[src/rtl/uart_pkg.sv]
// -----------------------------------------------------------------------------
// uart_pkg
// Shared definitions for the UART receiver slice:
//   - default frame geometry (payload bits, oversample ratio)
//   - the receiver FSM state type and its encodings
//   - mid-bit helper used to centre the start-bit check
// No ports; imported by uart_rx.
// -----------------------------------------------------------------------------
package uart_pkg;

  localparam int DATA_BITS_DEF  = 8;
  localparam int OVERSAMPLE_DEF = 16;

  // Tick index, counted from the start-bit detection tick, that lands in the
  // middle of the start bit.
  localparam int MID_TICK_DEF = OVERSAMPLE_DEF / 2 - 1;

  // Receiver state, kept as plain encoded constants so the values stay stable
  // for anything that probes the state register.
  typedef logic [1:0] rx_state_t;

  localparam rx_state_t ST_IDLE  = 2'd0;
  localparam rx_state_t ST_START = 2'd1;
  localparam rx_state_t ST_DATA  = 2'd2;
  localparam rx_state_t ST_STOP  = 2'd3;

  function automatic int mid_tick(input int oversample);
    return oversample / 2 - 1;
  endfunction

endpackage

[src/rtl/uart_sync.sv]
// -----------------------------------------------------------------------------
// uart_sync
// Two-flop synchronizer bringing an asynchronous level into the clk domain.
// Both flops load RESET_VAL on reset so an idle-high line does not look like
// a falling edge the moment reset is released.
// Ports:
//   clk  in   system clock
//   rst  in   synchronous active-high reset
//   d    in   asynchronous input
//   q    out  synchronized copy of d (two clk latency)
// -----------------------------------------------------------------------------
module uart_sync #(
  parameter logic RESET_VAL = 1'b1
) (
  input  logic clk,
  input  logic rst,
  input  logic d,
  output logic q
);

  logic meta;

  always_ff @(posedge clk) begin
    if (rst) begin
      meta <= RESET_VAL;
      q    <= RESET_VAL;
    end else begin
      meta <= d;
      q    <= meta;
    end
  end

endmodule

[src/rtl/uart_rx.sv]
// -----------------------------------------------------------------------------
// uart_rx
// Oversampling UART receiver: 1 start bit, DATA_BITS payload bits (LSB first),
// 1 stop bit. The line is synchronized, the start bit is confirmed at its
// middle, and every following bit is sampled one bit period later.
// Ports:
//   clk         in   system clock, rising edge
//   rst         in   synchronous active-high reset
//   rx_en       in   one-clk oversample tick (OVERSAMPLE ticks per bit)
//   rx          in   asynchronous serial line, idle high
//   data_out    out  last correctly framed word, held until the next good one
//   data_valid  out  one-clk pulse, data_out updated this cycle
//   frame_err   out  one-clk pulse, stop bit sampled low
//   busy        out  receiver is inside a frame (state other than IDLE)
// -----------------------------------------------------------------------------
module uart_rx
  import uart_pkg::*;
#(
  parameter int DATA_BITS  = DATA_BITS_DEF,
  parameter int OVERSAMPLE = OVERSAMPLE_DEF
) (
  input  logic                 clk,
  input  logic                 rst,
  input  logic                 rx_en,
  input  logic                 rx,
  output logic [DATA_BITS-1:0] data_out,
  output logic                 data_valid,
  output logic                 frame_err,
  output logic                 busy
);

  localparam int TICK_W = $clog2(OVERSAMPLE);
  localparam int IDX_W  = (DATA_BITS > 1) ? $clog2(DATA_BITS) : 1;

  localparam logic [TICK_W-1:0] MID_TICK  = TICK_W'(mid_tick(OVERSAMPLE));
  localparam logic [TICK_W-1:0] LAST_TICK = TICK_W'(OVERSAMPLE - 1);
  localparam logic [IDX_W-1:0]  LAST_IDX  = IDX_W'(DATA_BITS - 1);

  logic                 rx_s;
  rx_state_t            state;
  logic [TICK_W-1:0]    tick_cnt;
  logic [IDX_W-1:0]     bit_idx;
  logic [DATA_BITS-1:0] shift_reg;

  // Datapath strobes: one bit-period after the previous sample point.
  logic sample_data;
  logic sample_stop;

  uart_sync #(
    .RESET_VAL (1'b1)
  ) u_sync (
    .clk (clk),
    .rst (rst),
    .d   (rx),
    .q   (rx_s)
  );

  assign sample_data = rx_en && (state == ST_DATA) && (tick_cnt == LAST_TICK);
  assign sample_stop = rx_en && (state == ST_STOP) && (tick_cnt == LAST_TICK);
  assign busy        = (state != ST_IDLE);

  // ---------------------------------------------------------------------------
  // Control FSM: state, tick counter and bit index advance only on rx_en.
  // ---------------------------------------------------------------------------
  always_ff @(posedge clk) begin
    // NOTE: clocked state uses non-blocking assignments only, so every flop
    // samples the pre-edge value of the others and simulation matches the
    // synthesized registers regardless of statement order.
    if (rst) begin
      state    <= ST_IDLE;
      tick_cnt <= '0;
      bit_idx  <= '0;
    end else if (rx_en) begin
      case (state)
        ST_IDLE: begin
          if (!rx_s) begin
            state    <= ST_START;
            tick_cnt <= '0;
          end
        end

        ST_START: begin
          if (tick_cnt == MID_TICK) begin
            // Still low at mid start bit: real frame. High: a glitch, drop it.
            if (!rx_s) begin
              state    <= ST_DATA;
              tick_cnt <= '0;
              bit_idx  <= '0;
            end else begin
              state <= ST_IDLE;
            end
          end else begin
            tick_cnt <= tick_cnt + 1'b1;
          end
        end

        ST_DATA: begin
          if (tick_cnt == LAST_TICK) begin
            tick_cnt <= '0;
            if (bit_idx == LAST_IDX) begin
              state <= ST_STOP;
            end else begin
              bit_idx <= bit_idx + 1'b1;
            end
          end else begin
            tick_cnt <= tick_cnt + 1'b1;
          end
        end

        ST_STOP: begin
          if (tick_cnt == LAST_TICK) begin
            // Back to IDLE at mid stop bit so a directly following start bit
            // is caught without an idle gap.
            state    <= ST_IDLE;
            tick_cnt <= '0;
          end else begin
            tick_cnt <= tick_cnt + 1'b1;
          end
        end

        default: begin
          state    <= ST_IDLE;
          tick_cnt <= '0;
          bit_idx  <= '0;
        end
      endcase
    end
  end

  // ---------------------------------------------------------------------------
  // Datapath: shift register, output word and result pulses.
  // ---------------------------------------------------------------------------
  always_ff @(posedge clk) begin
    if (rst) begin
      shift_reg  <= '0;
      data_out   <= '0;
      data_valid <= 1'b0;
      frame_err  <= 1'b0;
    end else begin
      // Result pulses clear every clk, not just on rx_en, so each is exactly
      // one clk wide even when rx_en is sparse.
      data_valid <= 1'b0;
      frame_err  <= 1'b0;

      if (sample_data) begin
        // LSB arrives first, so shifting right leaves it in bit 0 at the end.
        shift_reg <= {rx_s, shift_reg[DATA_BITS-1:1]};
      end

      if (sample_stop) begin
        if (rx_s) begin
          data_out   <= shift_reg;
          data_valid <= 1'b1;
        end else begin
          frame_err <= 1'b1;
        end
      end
    end
  end

endmodule

[config.mk]
export PLATFORM = sky130hd
export DESIGN_NAME = uart_rx
export DESIGN_NICKNAME = d
export VERILOG_FILES = /design/src/rtl/uart_pkg.sv /design/src/rtl/uart_sync.sv /design/src/rtl/uart_rx.sv
export SDC_FILE = /design/constraint.sdc
export NUM_CORES = 1
export LEC_CHECK = 0
export ABC_AREA = 0
export CORE_MARGIN = 2
export CORE_UTILIZATION = 50
export DETAILED_ROUTE_END_ITERATION = 8
export GPL_ROUTABILITY_DRIVEN = 0
export PLACE_DENSITY = 0.8
export SYNTH_ARGS = -nofsm -noshare
export SYNTH_HDL_FRONTEND = slang
export SYNTH_HIERARCHICAL = 1
export SYNTH_SLANG_ARGS = --single-unit
[constraint.sdc]
create_clock -name clk -period 4.8 [get_ports clk]
set_input_delay 1.2 -clock clk [delete_from_list [all_inputs] [get_ports clk]]
set_output_delay 1.2 -clock clk [all_outputs]
set_load 0.03 [all_outputs]
==> impl_metrics.toml, run 1 <==
[floorplanning]
die_height_um = 53.4
coreArea_um2 = 2250
rows = 17
floorplan.initialDensity_pct = 54.1
die_area_um2 = 2850
pin_count = 15
die_w_um = 53.4

[grt]
grt_start_max_net_pins = 30
grt_first_pass_wirelength_mm = 3.71
first_global_vias = 910
antenna_found_initial = 0
grtUsageTotal_pct = 18.5
overflow = 0

[synthesis]
post-synth-top-area-fraction_pct = 47.6
syn-instance-count = 131
yosysUniqueCellTypes = 32
netlist_top_cells_area = "dfxtp_1, mux2i_1, nor2_1"
yosysSeqAreaShare_pct = 47.6
syn_area_um2 = 1220
yosys.area.top_type = "dfxtp_1"
syn-num-nets = 138
synth.avg_cell_area_um2 = 9.31
yosys_warnings = 6
ys_ff_latch = 29

[detailed_routing]
wire_per_inst_um = 12.5
ant_nets = 0
drt_wl_total_mm = 2.18
vias_per_cell = 5.58
drtPass1Iterations = 4
vias = 971
drt_iter0_markers = 15
drc = 0

[worst_setup_path]
end_kind = "register"
worstRegToRegCells = 5
critPathTopFamily = "simple AND/OR/NAND/NOR gates"
reg2reg_slack_ns = 2.66
path_max_fanout = 9
worstReg2RegStart = "tick_cnt[0]"
path_buf_inv = 1
crit_type = "in2reg"
max_stage_delay_ns = 0.71
critPathSlowestCell = "nor2b_1"
r2r-end = "shift_reg[4]"
worstPathArrival_ns = 3.20
crit_chain = "clkdlybuf4s50_1, and4_1, nor2b_1, mux2i_1, nor2_1"
critPathLaunchType = "input pin"
required_ns = 4.98

[timing]
fin_setup_tns_ns = 0
min_period_ns = 3.02
fin_crit_sh_pct = 62.8
whs_ns = 0.415
relSlewSlack_pct = 35.4
fmax_ghz = 0.332
final_hold_viol_count = 0
rsz0062_at_grt = "false"
drv_slew = 0
setup_violations = 0
worst_slew_pin_slew_ns = 0.966
clock_skew_ns = 0.0100

[run_status]
outcome = "complete, no violations"

[layout]
final_common_cell = "dfxtp_1"
multi_input_area_um2 = 601
num-fill-cells = 196
final_cell_mix = "dfxtp_1, nor2_1, mux2i_1"
seqCellArea_um2 = 581
drive_gt1_share_pct = 6.16
antenna_cells = 0
stdcell_count = 174
syn_to_final_growth_pct = 19.1
nets = 152

[min_path]
whs_path_depth = 1
min_path_type = "reg2reg"
hp-start = "u_sync/meta"
whs_endpoint = "u_sync/q"

[power]
ir_drop_mv = 0.279
p_leak_nw = 0.583
p_per_area_nw_per_um2 = 325

[cts]
clock_sinks = 29
cts_setup_buffers = 0
cts_root_buffer = "clkbuf_4"
insertion_delay_ns = 0.33
cts_max_path_buffers = 2
hold_buffers = 0
clk_pin_slew_ns = 0.09
post_cts_resized = 0
cts_buffers = 5
htreeDepth = 2
cts_tree = "done"

[job]
drv_cap = 0

[place]
dp_hpwl_mm = 1.50
io_buffers = 14
placed_cells = 166
-- synthesized netlist by cell type (all sizes together) --
cell,count
or4b,2
clkbuf,6
nor2b,1
o32a,1
nand2,7
ha,3
nor2,19
or2b,1
or3b,1
nand3b,2
and3,1
and4,1
nand2b,1
and3b,1
nand3,2
a32oi,1
nor3b,1
o21ai,10
a21oi,11
inv,3
dfxtp,29
nor3,1
buf,1
o2bb2ai,1
or2,3
or4,1
nand4,2
mux2i,16
o22a,1
xnor2,1
-- power breakdown --
part           internal, mW  switching, mW  leakage, nW
Combinational       0.00787         0.0112        0.304
Sequential            0.242        0.00339        0.234
Clock                 0.124         0.0824       0.0455
-- cell families after synthesis --
kind of cell             synth area share [%]
adder cells (fa/ha/maj)                  3.08
AND/OR/NAND/NOR                          20.7
buffers and inverters                    3.18
flip-flops                               47.6
XOR/XNOR                                0.718
multiplexers                             13.1
AO/OA/AOI/OAI                            11.6
-- metrics by stage --
step                cell area [um2]  worst slack, ns  power, mW  util [%]
floorplan                      1220             2.56      0.264         -
global placement               1370             1.54      0.270      60.7
detailed placement             1370             1.47      0.270      60.7
CTS                            1450             1.79      0.476      64.4
global route                   1450             1.64      0.487      64.4
finish                         1450             1.78      0.471      64.4
-- per-layer routing --
layer | part of all wire (%) | track usage, %
met5 | 0 | 0
met3 | 5.5 | 6.21
met2 | 47 | 29.8
met4 | 2.3 | 12.4
met1 | 45 | 20.3
-- worst register-to-register path, stage by stage (launching register included) --
cell and delay [ns]:
dfxtp_1 0.38, ha_1 0.24, and4_1 0.32, nor2b_1 0.71, mux2i_1 0.29, nor2_1 0.06
-- worst max-delay path by stage --
stage / from / endpoint / slack, ns / cells after the start
2_1_floorplan: rx_en / shift_reg[0] / 2.56 / 6
3_3_place_gp: rx_en / shift_reg[6] / 1.54 / 5
3_5_place_dp: rx_en / shift_reg[4] / 1.47 / 5
4_1_cts: rx_en / shift_reg[4] / 1.79 / 5
5_1_grt: rx_en / shift_reg[7] / 1.64 / 5
6_report: rx_en / shift_reg[4] / 1.78 / 5
-- layout make-up --
type | count | share of cell area [%]
clock inverters | 1 | 2.07
repair buffers | 14 | 9.65
clock buffers | 7 | 3.79
multi-input cells | 92 | 41.3
inverters | 3 | 0.775
flip-flops and latches | 29 | 40.0
well taps | 28 | 2.41
Note: power is estimated with default switching activity, not from simulation.
==> run 2: changes to the inputs <==
==> constraint.sdc (replaced) <==
create_clock -name clk -period 3.1 [get_ports clk]
set_input_delay 0.775 -clock clk [delete_from_list [all_inputs] [get_ports clk]]
set_output_delay 0.775 -clock clk [all_outputs]
set_load 0.03 [all_outputs]
==> impl_metrics.toml, run 2 (synthesis gave the netlist of run 1 again) <==
[grt]
overflow = 0
grtUsageTotal_pct = 18.5
first_global_vias = 902
grt_first_pass_wirelength_mm = 3.71
grt_start_max_net_pins = 18
antenna_found_initial = 0

[floorplanning]
rows = 17
die_area_um2 = 2850
coreArea_um2 = 2250
floorplan.initialDensity_pct = 54.1
die_w_um = 53.4
die_height_um = 53.4
pin_count = 15

[timing]
fin_crit_sh_pct = 82.4
fmax_ghz = 0.391
rsz0062_at_grt = "false"
setup_violations = 0
drv_slew = 0
setup_ws_ns = 0.545
min_period_ns = 2.56
worst_slew_pin_slew_ns = 0.437
fin_setup_tns_ns = 0
relSlewSlack_pct = 70.8
final_hold_viol_count = 0
whs_ns = 0.413
clock_skew_ns = 0.00600

[power]
ir_drop_mv = 0.324
p_int_mw = 0.553
netSwitchingFraction_pct = 20.8
pwr-share-clk_pct = 41.1
p_comb_share_pct = 4.4
pwr-share-seq_pct = 54.6
power.net_switching_mw = 0.145
p_per_area_nw_per_um2 = 479
p_leak_nw = 0.589

[layout]
multi_input_area_um2 = 601
nets = 154
stdcell_count = 175
antenna_cells = 0
syn_to_final_growth_pct = 19.3
seqCellArea_um2 = 581
drive_gt1_share_pct = 7.48
final_cell_mix = "dfxtp_1, nor2_1, mux2i_1"
final_common_cell = "dfxtp_1"
num-fill-cells = 208

[worst_setup_path]
end_kind = "output port"
crit_type = "reg2out"
worstReg2RegStart = "state[0]"
reg2reg_slack_ns = 1.20
critPathLaunchType = "register"
required_ns = 2.32
path_max_fanout = 14
critPathTopFamily = "buffers and inverters"
critPathSlowestCell = "clkdlybuf4s50_1"
crit_chain = "or2_2, clkdlybuf4s50_1"
max_stage_delay_ns = 0.66
r2r-end = "bit_idx[2]"
path_buf_inv = 1
worstRegToRegCells = 4
worstPathArrival_ns = 1.78

[cts]
cts_tree = "done"
clk_pin_slew_ns = 0.09
hold_buffers = 0
post_cts_resized = 0
cts_buffers = 5
cts_root_buffer = "clkbuf_4"
cts_setup_buffers = 0
clock_sinks = 29
cts_max_path_buffers = 2
insertion_delay_ns = 0.31
htreeDepth = 2

[min_path]
hp-start = "u_sync/meta"
whs_endpoint = "u_sync/q"
min_path_type = "reg2reg"
whs_path_depth = 1

[place]
io_buffers = 14
dp_hpwl_mm = 1.53
placed_cells = 168
dp_worst_setup_slack_ns = 0.582

[run_status]
outcome = "complete, no violations"

[detailed_routing]
wire_per_inst_um = 12.5
drt_wl_total_mm = 2.19
drc = 0
drt_iter0_markers = 20
drtPass1Iterations = 4
vias_per_cell = 5.55
ant_nets = 0
vias = 972

[job]
drv_cap = 0
run 2: worst max-delay path by stage:
stage | from | endpoint | depth (start not counted)
2_1_floorplan | rx_en | shift_reg[0] | 6
3_3_place_gp | rx_en | data_out[3] | 5
3_5_place_dp | rx_en | data_out[7] | 5
4_1_cts | register | busy | 2
5_1_grt | register | busy | 2
6_report | register | busy | 2
run 2: metrics by stage:
| step | instance area, um2 | total power, mW | utilization, % |
|---|---|---|---|
| after global routing | 1460 | 0.731 | 64.5 |
| final | 1460 | 0.697 | 64.5 |
| after detailed placement | 1380 | 0.420 | 61.3 |
| after CTS | 1460 | 0.707 | 64.5 |
| after floorplan | 1220 | 0.408 | - |
| after global placement | 1380 | 0.419 | 61.3 |
run 2: layer usage:
metal	up-vias	track usage, %	part of all wire [%]
li1	495	-	-
met1	459	19.5	44
met2	13	31.9	51
met3	5	6.78	3.3
met4	0	8.97	1.5
met5	-	0	0
run 2: cell type report:
type                    instances  area share (%)
clock buffers                   5            2.58
clock inverters                 2            2.41
inverters                       3           0.774
multi-input cells              92            41.3
flip-flops and latches         29            39.9
well taps                      28            2.41
repair buffers                 16            10.7
run 2: power groups by stage:
stage	Clock (mW)	Sequential, mW	Combinational (mW)
6_report	0.286	0.381	0.0304
5_1_grt	0.316	0.382	0.0332
4_1_cts	0.296	0.381	0.0304
3_5_place_dp	0	0.389	0.0301
3_3_place_gp	0	0.389	0.0296
2_1_floorplan	0	0.386	0.0220
==> run 3: changes to the inputs <==
--- a/config.mk
+++ b/config.mk
@@ -7,7 +7,7 @@
 export LEC_CHECK = 0
 export ABC_AREA = 0
 export CORE_MARGIN = 2
-export CORE_UTILIZATION = 50
+export CORE_UTILIZATION = 48
 export DETAILED_ROUTE_END_ITERATION = 8
 export GPL_ROUTABILITY_DRIVEN = 0
 export PLACE_DENSITY = 0.8
==> constraint.sdc (replaced) <==
create_clock -name clk -period 2.13 [get_ports clk]
set_input_delay 0.5325 -clock clk [delete_from_list [all_inputs] [get_ports clk]]
set_output_delay 0.5325 -clock clk [all_outputs]
set_load 0.03 [all_outputs]
==> impl_metrics.toml, run 3 (synthesis gave the netlist of run 1 again) <==
[timing]
final_hold_viol_count = 0
worst_slew_pin_slew_ns = 0.499
setup_violations = 0
fin_crit_sh_pct = 89.2
relSlewSlack_pct = 66.4
fin_setup_tns_ns = 0
min_period_ns = 1.90
rsz0062_at_grt = "false"
drv_slew = 0
fmax_ghz = 0.526
clock_skew_ns = 0.00918

[grt]
antenna_found_initial = 0
overflow = 0
grtUsageTotal_pct = 18.2
grt_first_pass_wirelength_mm = 3.87
first_global_vias = 893
grt_start_max_net_pins = 17

[detailed_routing]
vias = 984
ant_nets = 0
wire_per_inst_um = 12.9
vias_per_cell = 5.41
drt_wl_total_mm = 2.35
drt_iter0_markers = 11
drtPass1Iterations = 4
drc = 0

[cts]
cts_tree = "done"
cts_root_buffer = "clkbuf_4"
insertion_delay_ns = 0.31
clk_pin_slew_ns = 0.09
htreeDepth = 2
cts_max_path_buffers = 2
clock_sinks = 29
cts_buffers = 5

[worst_setup_path]
required_ns = 1.60
critPathTopFamily = "flip-flops"
critPathLaunchType = "register"
worstPathArrival_ns = 1.37
reg2reg_slack_ns = 0.31
worstReg2RegStart = "tick_cnt[0]"
worstRegToRegCells = 5
path_max_fanout = 6
crit_type = "reg2out"
max_stage_delay_ns = 0.37
crit_chain = "or2_2, dlygate4sd2_1"
end_kind = "output port"
critPathSlowestCell = "dfxtp_1"
r2r-end = "bit_idx[1]"
path_buf_inv = 1

[floorplanning]
coreArea_um2 = 2430
floorplan.initialDensity_pct = 50.2
pin_count = 15
rows = 18
die_height_um = 54.4
die_area_um2 = 2960
die_w_um = 54.4

[layout]
antenna_cells = 0
final_cell_mix = "dfxtp_1, nor2_1, mux2i_1"
stdcell_count = 182
nets = 158
final_common_cell = "dfxtp_1"
drive_gt1_share_pct = 10.5
syn_to_final_growth_pct = 21.6

[power]
ir_drop_mv = 0.487
p_per_area_nw_per_um2 = 657
power_mw = 0.976
p_leak_nw = 0.614

[place]
io_buffers = 14
dp_hpwl_mm = 1.69
placed_cells = 174

[run_status]
outcome = "complete, no violations"

[min_path]
min_path_type = "reg2reg"
hp-start = "u_sync/meta"
whs_endpoint = "u_sync/q"
whs_path_depth = 1

[job]
drv_cap = 0
-- run 3: worst register-to-register path: stages, from the launching register on --
cell	delay, ns
dfxtp_1	0.39
ha_1	0.25
nand3b_1	0.18
o22a_1	0.27
or4b_1	0.53
a21oi_1	0.15
-- run 3: worst max-delay path by stage --
| stage | start | endpoint | slack [ns] | cells past startpoint |
|---|---|---|---|---|
| after floorplan | tick_cnt[0] | shift_reg[0] | 0.51 | 7 |
| after global placement | rx_en | data_out[2] | 0.08 | 5 |
| after detailed placement | rx_en | data_out[3] | 0.03 | 5 |
| after CTS | data_out[5] | data_out[5] | 0.22 | 1 |
| after global routing | data_out[5] | data_out[5] | 0.17 | 1 |
| final | state[0] | busy | 0.23 | 2 |
-- run 3: area by class of cell --
type / instances / area [um2]
fill: 222 / 948
clock inverter: 1 / 5.00
multi-input combinational: 92 / 601
sequential: 29 / 581
tap: 30 / 37.5
clock buffer: 7 / 65.1
timing repair buffer: 20 / 184
inverter: 3 / 11.3
-- run 3: stage by stage --
step,hold slack [ns],util [%],worst slack (ns),area (um2)
after floorplan,0.385,-,0.514,1220
after global placement,0.393,58.2,0.0775,1420
after detailed placement,0.393,58.2,0.0324,1420
after CTS,0.414,61.0,0.217,1480
after global routing,0.436,61.0,0.170,1480
final,0.412,61.0,0.231,1480
-- run 3: timing repair --
item	4_1_cts	5_1_grt
endpoints found under the setup margin	1	0
hold buffers	0	0
buffers inserted	0	0
resized for setup	1	0
-- run 3: report_power, final --
group | total, mW | internal (mW) | switching, mW
sequential | 0.551 | 0.546 | 0.00509
combinational | 0.0503 | 0.0210 | 0.0293
clock | 0.374 | 0.191 | 0.183
-- run 3: per-layer routing --
metal | track usage, % | wire, um | vias to the layer above
met5 | 0 | 0 | -
met2 | 28.3 | 1180 | 21
met3 | 7.10 | 81 | 2
met1 | 23.4 | 1080 | 462
li1 | - | - | 499
met4 | 5.00 | 16 | 0
==> RTL change 1 (flow settings as in run 2) <==
Reset style: asynchronous (`rst`), changed in 3 clocked blocks. Comments in the files are not updated.
--- a/src/rtl/uart_sync.sv
+++ b/src/rtl/uart_sync.sv
@@ -20,7 +20,7 @@
 
   logic meta;
 
-  always_ff @(posedge clk) begin
+  always_ff @(posedge clk or posedge rst) begin
     if (rst) begin
       meta <= RESET_VAL;
       q    <= RESET_VAL;
--- a/src/rtl/uart_rx.sv
+++ b/src/rtl/uart_rx.sv
@@ -62,7 +62,7 @@
   // ---------------------------------------------------------------------------
   // Control FSM: state, tick counter and bit index advance only on rx_en.
   // ---------------------------------------------------------------------------
-  always_ff @(posedge clk) begin
+  always_ff @(posedge clk or posedge rst) begin
     // NOTE: clocked state uses non-blocking assignments only, so every flop
     // samples the pre-edge value of the others and simulation matches the
     // synthesized registers regardless of statement order.
@@ -130,7 +130,7 @@
   // ---------------------------------------------------------------------------
   // Datapath: shift register, output word and result pulses.
   // ---------------------------------------------------------------------------
-  always_ff @(posedge clk) begin
+  always_ff @(posedge clk or posedge rst) begin
     if (rst) begin
       shift_reg  <= '0;
       data_out   <= '0;
Check against the original RTL: differs if rst is asserted again (counterexample within 4 cycles, from zero or initial values and one cycle with rst high); with rst held inactive, the same outputs for 10 cycles.
==> RTL change 1 against run 2 <==
Synthesized cell count fell by 12%. Sequential cell count is the same. Routed wire length rose by 11%. Non-clock buffer count fell by 1. Area after synthesis grew 16%. Via count decreased by 4.8%. Sequential share of layout area grew 5.7 points. Cell area up 9.7%. Setup slack worse by 86 ps.
Power is not compared: it rests on default switching activity, and its combinational part moved more than twofold at a synthesized area within 25%.
==> RTL change 1: results (changes against run 2) <==
* Status: complete, no violations (unchanged)
* Netlist cell types at 36 (was 32)
* Multi-input gate area at 597 um2 (was 601 um2)
* Max FO, Critical Path at 10 (was 14)
* Routed vias/inst at 5.71 (was 5.55)
* Clock skew at 12.8 ps (was 6.00 ps)
* Largest net degree at the start of global routing at 28 (was 18)
* Ys async rst share at 1.00 (was 0)
* Slew @ Worst Pin at 399 ps (was 437 ps)
* Met1 usage at 0.205 (was 0.195)
* R2r setup slk at 1320 ps (was 1200 ps)
* Filler cell count at 224 (was 208)
* Global-route usage over all layers at 0.172 (was 0.185)
* Pre-CTS setup slack at 553 ps (was 582 ps)
* Reg2reg start: tick_cnt[1]$_DFFE_PP0P_ (was state[0]$_SDFFE_PP0P_)
* Post-DP HPWL at 1730 um (was 1530 um)
* Synth Area in Adders at 0.0266 (was 0.0308)
* Repair and plain buffers at 15 (was 16)
* Routing usage on met2 at 0.281 (was 0.319)
* WL per Instance at 15.0 um (was 12.5 um)
* Number of DRC markers in iteration 0 at 27 (was 20)
* Vias in the first global route at 907 (was 902)
* XOR/XNOR share of the synthesized area at 0.00620 (was 0.00718)
* Compound-Gate Fraction of Synth Area at 0.100 (was 0.116)
* Worst EP arrival at 1870 ps (was 1780 ps)
* Latest clock arrival within the worst-skew pair at 330 ps (was 310 ps)
* Inverter count at 8 (was 3)
* M3 GR Usage at 0.0499 (was 0.0678)
* Sequential cell area at 728 um2 (was 581 um2)
* R2r endpoint: shift_reg[3]$_DFFE_PP0P_ (was bit_idx[2]$_SDFFE_PP0P_)
* Fin nets at 137 (was 154)
* Dominant cells by area after synthesis: dfrtp_1 (48%), mux2_4 (8.5%), mux2_2 (6.4%) (was dfxtp_1 (48%), mux2i_1 (13%), nor2_1 (5.8%))
* Final worst slack at 458 ps (was 545 ps)
* Cts repair resizes at 0 (unchanged)
* Post-synthesis mux area share at 0.156 (was 0.131)
* Multi-input combinational cell count at 71 (was 92)
* Seq/Total Area, Yosys at 0.516 (was 0.476)
* Commonest cells post-synth: dfrtp_1 (27), inv_1 (8), mux2_2 (8), mux2_4 (8) (was dfxtp_1 (29), nor2_1 (19), mux2i_1 (16), a21oi_1 (11), o21ai_0 (10))
-- RTL change 1: changes by cell type after synthesis, moves of 3 or more --
cell / run 2 / this run
dfxtp_1: 29 / 0
mux2_4: 0 / 8
o211ai_1: 0 / 6
mux2i_1: 16 / 1
clkbuf_1: 6 / 1
mux2_2: 0 / 8
buf_6: 0 / 3
o21ai_0: 10 / 6
dfrtp_1: 0 / 27
a21oi_1: 11 / 3
inv_1: 3 / 8
nor2_1: 19 / 2
-- RTL change 1: through the flow --
step | cell area [um2] | power, mW | instances | utilization
2_1_floorplan | 1410 | 0.748 | 115 | -
3_3_place_gp | 1540 | 0.777 | 154 | 0.569
3_5_place_dp | 1540 | 0.794 | 154 | 0.569
4_1_cts | 1600 | 1.02 | 162 | 0.589
5_1_grt | 1600 | 1.08 | 162 | 0.589
6_report | 1600 | 1.01 | 162 | 0.589
-- RTL change 1: worst max-delay path: stages (launching register included) --
cell             delay (ps)
dfrtp_1                 530
or2_2                   400
clkdlybuf4s50_1         610
-- RTL change 1: worst min path at each step --
stage | from | end | slack (ps) | depth (start not counted)
2_1_floorplan | u_sync/meta$_DFF_PP1_ | u_sync/q$_DFF_PP1_ | 350 | 0
3_3_place_gp | u_sync/meta$_DFF_PP1_ | u_sync/q$_DFF_PP1_ | 350 | 0
3_5_place_dp | u_sync/meta$_DFF_PP1_ | u_sync/q$_DFF_PP1_ | 350 | 0
4_1_cts | u_sync/meta$_DFF_PP1_ | u_sync/q$_DFF_PP1_ | 360 | 0
5_1_grt | u_sync/meta$_DFF_PP1_ | u_sync/q$_DFF_PP1_ | 370 | 0
6_report | u_sync/meta$_DFF_PP1_ | u_sync/q$_DFF_PP1_ | 360 | 0
-- RTL change 1: metal layers --
metal	up-vias	wire, um
met2	23	1200
met4	0	51
met3	7	108
met5	-	0
met1	455	1070
li1	440	-
==> RTL change 2 (config.mk and constraints of run 2) <==
Without the edit above. Change the package constant `OVERSAMPLE_DEF` from 16 to 32.
--- a/src/rtl/uart_pkg.sv
+++ b/src/rtl/uart_pkg.sv
@@ -9,7 +9,7 @@
 package uart_pkg;
 
   localparam int DATA_BITS_DEF  = 8;
-  localparam int OVERSAMPLE_DEF = 16;
+  localparam int OVERSAMPLE_DEF = 32;
 
   // Tick index, counted from the start-bit detection tick, that lands in the
   // middle of the start bit.
Function: same outputs for any inputs over 10 cycles, from zero or initial values and one cycle with rst high; that may be too few to reach the edited logic, so the function may still have changed.
==> RTL change 2 against run 2 <==
Sequential cell count increased by 1. Combinational power rose by 6%. Routed wire length rose by 3.7%. Setup slack gained 38 ps. Hold slack better by 11 ps. Cell area rose by 2.3%. Power decreased by 3.7%. Count of clock-buffer cells in the layout up 1. Clock power down 14%. Area after synthesis is 4.7% higher. Sequential share of layout area is 0.44 points higher.
==> RTL change 2: results (changes against run 2) <==
* Status: complete, no violations (unchanged)
* Seq/Total Area, Yosys at 0.470 (was 0.476)
* Multi-input combinational cell count at 104 (was 92)
* Maximum vdd drop at 0.000421 V (was 0.000324 V)
* Routed vias/inst at 5.38 (was 5.55)
* Layout sequential cell count at 30 (was 29)
* Detailed Routing Iterations Pass 1 at 7 (was 4)
* Vias at 1,028 (was 972)
* Sequential Power at 0.392 mW (was 0.381 mW)
* Signal buf overhead at 0.0992 (was 0.107)
* Worst hold slack at 424 ps (was 413 ps)
* Latest clock arrival within the worst-skew pair at 340 ps (was 310 ps)
* Repair and plain buffers at 15 (was 16)
* First-pass GRT wire length at 3740 um (was 3710 um)
* Placed Instances at 183 (was 168)
* Largest net degree at the start of global routing at 22 (was 18)
* Clock skew at 9.87 ps (was 6.00 ps)
* Netlist cell types at 33 (was 32)
* Pre-CTS setup slack at 594 ps (was 582 ps)
* Vias in the first global route at 897 (was 902)
* Commonest cells post-synth: dfxtp_1 (30), nand2_1 (26), nor2_1 (15), a21oi_1 (11), mux2i_1 (8) (was dfxtp_1 (29), nor2_1 (19), mux2i_1 (16), a21oi_1 (11), o21ai_0 (10))
* P_leak at 0.620 nW (was 0.589 nW)
* Cell area power density at 451 mW/mm2 (was 479 mW/mm2)
* Clock buf count at 6 (was 5)
* Max FO, Critical Path at 12 (was 14)
* Worst EP arrival at 1740 ps (was 1780 ps)
* Total Power at 0.672 mW (was 0.697 mW)
* Filler cell count at 222 (was 208)
* DIE AREA at 0.00298 mm2 (was 0.00285 mm2)
* Dominant cells by area after synthesis: dfxtp_1 (47%), nand2_1 (7.6%), mux2i_1 (6.3%) (was dfxtp_1 (48%), mux2i_1 (13%), nor2_1 (5.8%))
* Global-route usage over all layers at 0.185 (about the same)
* Sw Share at 0.239 (was 0.208)
* R2r setup slk at 920 ps (was 1200 ps)
* Post-DP HPWL at 1640 um (was 1530 um)
* Share of cells above drive strength 1 at 0.0932 (was 0.0748)
RTL change 2: logic make-up after synthesis:
| family | share of synthesized area |
|---|---|
| AOI/OAI and AO/OA | 0.124 |
| buffers and inverters | 0.0411 |
| muxes | 0.0715 |
| and+or+nand+nor | 0.244 |
| DFF | 0.470 |
| adders and majority gates | 0.0490 |
RTL change 2: metal layers:
| metal | part of all wire | vias to the layer above | GRT usage |
|---|---|---|---|
| met2 | 0.50 | 24 | 0.303 |
| met1 | 0.43 | 476 | 0.200 |
| met4 | 0.020 | 0 | 0.0875 |
| li1 | - | 522 | - |
| met5 | 0 | - | 0 |
| met3 | 0.053 | 6 | 0.0902 |
RTL change 2: final timing paths:
check,from,end,cells after the start
worst max-delay path,flip-flop,busy,2
worst min-delay path,u_sync/meta$_SDFF_PP1_,u_sync/q$_SDFF_PP1_,1
worst max register to register,tick_cnt[0]$_SDFFE_PP0P_,data_out[6]$_SDFFE_PP0P_,7
worst min register to register,u_sync/meta$_SDFF_PP1_,u_sync/q$_SDFF_PP1_,1
